**config.mk**
```make
export PLATFORM = sky130hd
export DESIGN_NAME = vspi_rx_flat
export DESIGN_NICKNAME = d
export VERILOG_FILES = /design/src/rtl/vspi_pkg.sv /design/src/rtl/vspi_rx_if.sv /design/src/rtl/vsync.sv /design/src/rtl/vspi_rx.sv /design/src/flat_wrapper.sv
export SDC_FILE = /design/constraint.sdc
export NUM_CORES = 1
export LEC_CHECK = 0
export CORE_ASPECT_RATIO = 0.9
export CORE_MARGIN = 4
export CORE_UTILIZATION = 35
export DETAILED_ROUTE_END_ITERATION = 8
export PLACE_DENSITY_LB_ADDON = 0.1
export SLEW_MARGIN = 20
export SYNTH_ARGS = -nofsm -noshare
export SYNTH_HDL_FRONTEND = slang
export SYNTH_SLANG_ARGS = --single-unit
```
**constraint.sdc**
```tcl
create_clock -name MemClk -period 2.6 [get_ports MemClk]
set_clock_uncertainty 0.15 [all_clocks]
set_input_delay 0.52 -clock MemClk [delete_from_list [all_inputs] [get_ports MemClk]]
set_output_delay 0.52 -clock MemClk [all_outputs]
set_load 0.05 [all_outputs]
```
**src/rtl/vspi_pkg.sv**
```systemverilog
// rtl/vspi_pkg.sv - shared types, default opcodes and byte-insert helper for the SPI receiver
package vspi_pkg;

    typedef enum logic [2:0] {
        IDLE,
        CMD,
        ADDR2,
        ADDR1,
        ADDR0,
        DATA,
        DISCARD
    } state_t;

    localparam logic [7:0] CMD_WRITE_DEF = 8'h01;
    localparam logic [7:0] CMD_NOP_DEF   = 8'h00;

    // Replace byte lane idx (0 = bits 7:0) of a 24-bit address word.
    function automatic logic [23:0] put_byte(input logic [23:0] a, input logic [1:0] idx,
                                             input logic [7:0] b);
        logic [23:0] r;
        r = a;
        r[idx*8 +: 8] = b;
        return r;
    endfunction

endpackage

```
**src/rtl/vspi_rx_if.sv**
```systemverilog
// rtl/vspi_rx_if.sv - single-byte video-memory write request channel
interface vspi_rx_if #(
    parameter int AWIDTH = 19
);
    logic              WrValid;
    logic              WrReady;
    logic [AWIDTH-1:0] WrAddr;
    logic [7:0]        WrData;

    modport master (output WrValid, output WrAddr, output WrData, input WrReady);
    modport slave  (input WrValid, input WrAddr, input WrData, output WrReady);
endinterface

```
**src/rtl/vsync.sv**
```systemverilog
// rtl/vsync.sv - flop-chain synchronizer with registered rise/fall pulses
module vsync #(
    parameter int   STAGES  = 2,
    parameter logic RST_VAL = 1'b0
) (
    input  logic clk,
    input  logic rst_n,
    input  logic din,
    output logic dout,
    output logic rise,
    output logic fall
);
    logic [STAGES-1:0] chain;
    logic              prev;

    always_ff @(posedge clk or negedge rst_n) begin
        if (!rst_n) begin
            chain <= {STAGES{RST_VAL}};
            prev  <= RST_VAL;
            rise  <= 1'b0;
            fall  <= 1'b0;
        end else begin
            chain <= {chain[STAGES-2:0], din};
            prev  <= chain[STAGES-1];
            rise  <= chain[STAGES-1] & ~prev;
            fall  <= ~chain[STAGES-1] & prev;
        end
    end

    assign dout = chain[STAGES-1];
endmodule

```
**src/rtl/vspi_rx.sv**
```systemverilog
// rtl/vspi_rx.sv - SPI mode-0 slave that turns host write frames into vmmu byte writes
module vspi_rx
    import vspi_pkg::*;
#(
    parameter int         AWIDTH      = 19,
    parameter int         SYNC_STAGES = 2,
    parameter logic [7:0] CMD_WRITE   = CMD_WRITE_DEF,
    parameter logic [7:0] CMD_NOP     = CMD_NOP_DEF
) (
    input  logic       MemClk,
    input  logic       ResetN,
    input  logic       Sclk,
    input  logic       Mosi,
    input  logic       Csel,
    input  logic       ClearErr,
    vspi_rx_if.master  wr,
    output logic       Overrun,
    output logic       FrameErr,
    output logic       Busy
);
    localparam logic [AWIDTH-1:0] ADDR_ONE = 1;

    logic sclk_rise, sclk_unused_lvl, sclk_unused_fall;
    logic mosi_lvl, mosi_unused_rise, mosi_unused_fall;
    logic csel_lvl, csel_rise, csel_fall;

    vsync #(.STAGES(SYNC_STAGES), .RST_VAL(1'b0)) u_sclk (
        .clk(MemClk), .rst_n(ResetN), .din(Sclk),
        .dout(sclk_unused_lvl), .rise(sclk_rise), .fall(sclk_unused_fall));
    vsync #(.STAGES(SYNC_STAGES), .RST_VAL(1'b0)) u_mosi (
        .clk(MemClk), .rst_n(ResetN), .din(Mosi),
        .dout(mosi_lvl), .rise(mosi_unused_rise), .fall(mosi_unused_fall));
    vsync #(.STAGES(SYNC_STAGES), .RST_VAL(1'b1)) u_csel (
        .clk(MemClk), .rst_n(ResetN), .din(Csel),
        .dout(csel_lvl), .rise(csel_rise), .fall(csel_fall));

    assign Busy = ~csel_lvl;

    // Byte assembly; a completed byte is presented one cycle later as byte_stb/byte_q.
    logic [7:0] sr, byte_q;
    logic [2:0] cnt;
    logic       byte_stb;

    always_ff @(posedge MemClk or negedge ResetN) begin
        if (!ResetN) begin
            sr       <= '0;
            cnt      <= '0;
            byte_q   <= '0;
            byte_stb <= 1'b0;
        end else begin
            byte_stb <= 1'b0;
            if (csel_fall || csel_rise) begin
                cnt <= '0;
            end else if (sclk_rise && !csel_lvl) begin
                sr  <= {sr[6:0], mosi_lvl};
                cnt <= cnt + 3'd1;
                if (cnt == 3'd7) begin
                    byte_stb <= 1'b1;
                    byte_q   <= {sr[6:0], mosi_lvl};
                end
            end
        end
    end

    state_t state, state_nxt;

    always_ff @(posedge MemClk or negedge ResetN) begin
        if (!ResetN) state <= IDLE;
        else         state <= state_nxt;
    end

    always_comb begin
        state_nxt = state;
        if (csel_rise) begin
            state_nxt = IDLE;
        end else if (csel_fall) begin
            state_nxt = CMD;
        end else if (byte_stb) begin
            case (state)
                CMD:     state_nxt = (byte_q == CMD_WRITE) ? ADDR2 : DISCARD;
                ADDR2:   state_nxt = ADDR1;
                ADDR1:   state_nxt = ADDR0;
                ADDR0:   state_nxt = DATA;
                default: state_nxt = state;
            endcase
        end
    end

    logic       byte_ev, addr_ld, data_ev, bad_op;
    logic [1:0] addr_lane;

    always_comb begin
        byte_ev   = byte_stb && !csel_rise && !csel_fall;
        addr_ld   = 1'b0;
        addr_lane = 2'd0;
        data_ev   = 1'b0;
        bad_op    = 1'b0;
        case (state)
            CMD:     bad_op = byte_ev && (byte_q != CMD_WRITE) && (byte_q != CMD_NOP);
            ADDR2:   begin addr_ld = byte_ev; addr_lane = 2'd2; end
            ADDR1:   begin addr_ld = byte_ev; addr_lane = 2'd1; end
            ADDR0:   begin addr_ld = byte_ev; addr_lane = 2'd0; end
            DATA:    data_ev = byte_ev;
            default: ;
        endcase
    end

    logic [AWIDTH-1:0] addr;
    logic [23:0]       addr_wide;
    logic              ov_set, fe_set;

    assign addr_wide = {{(24-AWIDTH){1'b0}}, addr};
    assign ov_set    = data_ev && wr.WrValid && !wr.WrReady;
    assign fe_set    = bad_op || (csel_rise && (cnt != 3'd0));

    always_ff @(posedge MemClk or negedge ResetN) begin
        if (!ResetN) begin
            addr       <= '0;
            wr.WrValid <= 1'b0;
            wr.WrAddr  <= '0;
            wr.WrData  <= '0;
            Overrun    <= 1'b0;
            FrameErr   <= 1'b0;
        end else begin
            if (addr_ld) addr <= AWIDTH'(put_byte(addr_wide, addr_lane, byte_q));
            else if (data_ev) addr <= addr + ADDR_ONE;

            // The address advances even when the byte is dropped on overrun.
            if (data_ev && (!wr.WrValid || wr.WrReady)) begin
                wr.WrValid <= 1'b1;
                wr.WrAddr  <= addr;
                wr.WrData  <= byte_q;
            end else if (wr.WrReady) begin
                wr.WrValid <= 1'b0;
            end

            Overrun  <= ov_set | (Overrun & ~ClearErr);
            FrameErr <= fe_set | (FrameErr & ~ClearErr);
        end
    end
endmodule

```
**src/flat_wrapper.sv**
```systemverilog
// flat-port wrapper written by rule: the top's interface ports become plain ports
module vspi_rx_flat import vspi_pkg::*;
#(
    parameter int         AWIDTH      = 19,
    parameter int         SYNC_STAGES = 2,
    parameter logic [7:0] CMD_WRITE   = CMD_WRITE_DEF,
    parameter logic [7:0] CMD_NOP     = CMD_NOP_DEF
)
  (MemClk, ResetN, Sclk, Mosi, Csel, ClearErr, Overrun, FrameErr, Busy, wr_WrValid, wr_WrAddr, wr_WrData, wr_WrReady);
  vspi_rx_if #(.AWIDTH(AWIDTH)) wr_i ();
  input  logic MemClk;
  input  logic ResetN;
  input  logic Sclk;
  input  logic Mosi;
  input  logic Csel;
  input  logic ClearErr;
  output logic Overrun;
  output logic FrameErr;
  output logic Busy;
  output wire logic [$bits(wr_i.WrValid)-1:0] wr_WrValid;
  output wire logic [$bits(wr_i.WrAddr)-1:0] wr_WrAddr;
  output wire logic [$bits(wr_i.WrData)-1:0] wr_WrData;
  input wire logic [$bits(wr_i.WrReady)-1:0] wr_WrReady;
  assign wr_WrValid = wr_i.WrValid;
  assign wr_WrAddr = wr_i.WrAddr;
  assign wr_WrData = wr_i.WrData;
  assign wr_i.WrReady = wr_WrReady;
  vspi_rx #(.AWIDTH(AWIDTH), .SYNC_STAGES(SYNC_STAGES), .CMD_WRITE(CMD_WRITE), .CMD_NOP(CMD_NOP)) u_core (.MemClk(MemClk), .ResetN(ResetN), .Sclk(Sclk), .Mosi(Mosi), .Csel(Csel), .ClearErr(ClearErr), .wr(wr_i), .Overrun(Overrun), .FrameErr(FrameErr), .Busy(Busy));
endmodule
```
==> key figures <==
Timing
  – Achievable frequency: 433 MHz
  – Slew Viols, Final: 0
  – Slew @ Worst Pin: 0.516 ns
  – Slew headroom: 0.655
  – Final hold vios: 0
  – Min Tclk post-route: 2.31 ns
  – Setup TNS: 0 ns
  – Hold slack: 0.000715 ns
  – Final Setup Violations: 0
  – Final Cycle Share: 0.887
  – PnR worst setup slack: 0.293 ns
  – RSZ-0062 raised after global routing: no

Detailed routing
  – 1st-iter DRT viols: 136
  – Via count: 2517
  – # DRC: 0
  – Vias/cell: 5.25
  – Mean routed wirelength per cell: 16.6 um
  – First-pass DRT Iterations: 4
  – Total wire length: 7.97 mm
  – Post-route ant nets: 0

Final layout
  – Ant. Diodes: 0
  – Cell area after layout: 4450 um^2
  – Layout cell share with drive strength beyond 1: 0.183
  – Synth-to-layout area growth: 21.7%
  – Nets@finish: 356
  – Post-Layout Cell Count: 479
  – Total of fill cells in the finished design: 969
  – Final Core Density: 0.436

Logic synthesis
  – Syn nets: 318
  – Compound-Gate Fraction of Synth Area: 0.0897
  – Top-count cell post-synth: dfrtp_1
  – #FFs+latches synth: 82
  – Adder-cell share of the synthesized area: 0.0137
  – Share of flip-flops with an asynchronous set or reset: 1.00
  – Synth Area in Simple Gates: 0.168
  – Area contributors post-synth: dfrtp_1 (54%), mux2_2 (8.9%), mux2_1 (2.8%)
  – Syn Std Cell Area: 3650 um^2
  – Post-synth top area share: 0.541
  – Area leader, netlist: dfrtp_1
  – Xor/xnor cell area share of the yosys netlist: 0.00719
  – Cells after Synth: 307
  – Main combinational cell family by area after synthesis: simple AND/OR/NAND/NOR gates
  – Leading register cell type out of synthesis: dfrtp_1
  – Mean post-synth cell area: 11.9 um^2
  – Commonest cells post-synth: dfrtp_1 (79), mux2_2 (29), nand2_1 (23)
  – Synth warn: 0
  – Multiplexer area fraction after synthesis: 0.125
  – Sequential share of the synthesized area: 0.563
  – EDFF count, synth: 0
  – Synth cell types: 56

Placed design
  – Number of port buffers: 37
  – Placed cells: 463
  – Hpwl dp: 5.45 mm
  – Pre-CTS WS: 0.429 ns
  – GP Congestion: 0.735
  – Post-DP Area: 4140 um^2

Worst setup path
  – Crit path arrival time: 1.64 ns
  – Reg2reg setup slack: 0.63 ns
  – Worst setup EP type: output pin
  – Cells along the critical path: inv_1 > clkdlybuf4s50_1
  – Largest delay share family, worst path: buffers and inverters
  – Worst path bufs/invs: 2
  – Max incr delay on CP: 0.69 ns
  – Slowest-stage cell, CP: clkdlybuf4s50_1
  – Crit Path Max Fanout: 4
  – WS Path Type: flop to output pin
  – Reg2reg path depth: 4
  – CP Launch Type: flop
  – FF-to-FF Start: u_core.state[0]$_DFFE_PN0P_
  – Crit Reg-Reg Endpoint: u_core.addr[18]$_DFFE_PN0P_
  – Critical Path RT: 1.93 ns

Floorplanning
  – Rows: 35
  – Initial core utilization: 0.358
  – Die area: 12100 um^2
  – # IOs: 38
  – Core footprint: 10200 um^2
  – Die height: 105 um
  – Chip width: 116 um

Run status
  – Status: complete, no violations

Job
  – Max Cap Viol: 0

GRT
  – GRT Max-Usage Layer: met2
  – Pin count of the biggest net entering global routing: 47
  – Met3 global-route usage: 0.0457
  – Met2 usage in global routing: 0.212
  – Global route overflow: 0
  – First-pass GRT wire length: 13.6 mm
  – Initial antenna violation count: 0
  – Vias in the first global route: 2557
  – GR Util All Layers: 0.144
  – Grt met1 use: 0.204

CTS
  – Clk_lat worst skew: 0.33 ns
  – # H-tree levels: 3
  – Cts-stage hold buffer count: 0
  – Worst-path clk slew: 0.06 ns
  – Inserted Clock Buffers: 9
  – CTS tree: done
  – CTS Root Cell: clkbuf_16
  – Post-CTS Resized: 0
  – Clock Tree Buf Depth: 2
  – Setup Fix Bufs, Post-CTS: 0
  – CTS Sinks: 82

Pwr
  – Power Dens Cells: 618 nW/um^2
  – Pwr Total: 2.75 mW
  – Lkg Pwr: 2.04 nW
  – Max VDD drop: 0.344 mV

Worst hold path
  – Worst hold path type: primary input to asynchronous set/reset pin
==> worst max-delay path by stage <==
stage / startpoint / endpoint / depth (start not counted)
2_1_floorplan: u_core.u_csel.chain[1]$_DFF_PN1_ / u_core.byte_q[0]$_DFFE_PN0P_ / 5
3_3_place_gp: wr_WrReady / u_core.wr.WrAddr[8]$_DFFE_PN0P_ / 5
3_5_place_dp: wr_WrReady / u_core.wr.WrAddr[4]$_DFFE_PN0P_ / 5
4_1_cts: u_core.u_csel.chain[1]$_DFF_PN1_ / Busy / 2
5_1_grt: u_core.u_csel.chain[1]$_DFF_PN1_ / Busy / 2
6_report: u_core.u_csel.chain[1]$_DFF_PN1_ / Busy / 2
==> cells in the final DEF, fill, tap and decap left out, types with 2 or more instances in the layout <==
cell type	n
o22ai_1	4
o21ai_0	9
a21oi_1	7
mux2_2	29
clkbuf_16	9
and4_1	4
a22oi_1	7
dfstp_2	3
nand3_1	20
mux2_1	9
inv_1	13
and2_1	2
nor3b_1	2
nor2_1	14
ha_1	4
or3_1	6
nor2b_1	4
nand4_1	4
or4_1	3
and3_1	2
nand2b_1	3
a21boi_0	2
xnor2_1	2
clkdlybuf4s50_1	36
nand2_1	23
dfrtp_1	79
clkinv_4	2
o311ai_1	11
mux2i_1	3
buf_4	3
clkinv_2	2
==> area by class of cell <==
class                      instances  area [um^2]  share of cell area
clock inverter                     7         77.6              0.0174
clock buffer                       9          225              0.0506
inverter                          13         48.8              0.0110
multi-input combinational        199         1480               0.332
sequential                        82         2060               0.462
tap                              129          161              0.0363
timing repair buffer              40          403              0.0906
==> metal layers <==
metal	share of wire	vias up	wire (um)
met5	0	-	0
met4	0.010	0	83
met3	0.052	10	416
met2	0.45	48	3560
met1	0.49	1259	3910
li1	-	1200	-
==> kinds of logic after synthesis <==
kind of cell / count (synthesis)
buffers and inverters: 26
multiplexers: 41
AO/OA/AOI/OAI: 47
AND/OR/NAND/NOR: 104
XOR/XNOR: 3
adder cells (fa/ha/maj): 4
flip-flops: 82
==> power by group <==
group | switching, mW | internal, mW | total, mW
clock | 0.526 | 0.754 | 1.28
combinational | 0.0578 | 0.0511 | 0.109
sequential | 0.0337 | 1.32 | 1.36
total | 0.618 | 2.13 | 2.75
==> flip-flops by register name, summed over array words and instances (netlist names), 2 cells and up <==
name                 flops
u_core.sr                7
u_core.wr.WrAddr        19
u_core.u_csel.chain      2
u_core.state             3
u_core.byte_q            8
u_core.cnt               3
u_core.u_mosi.chain      2
u_core.wr.WrData         8
u_core.addr             19
u_core.u_sclk.chain      2
Note: power is estimated with default switching activity, not from simulation.
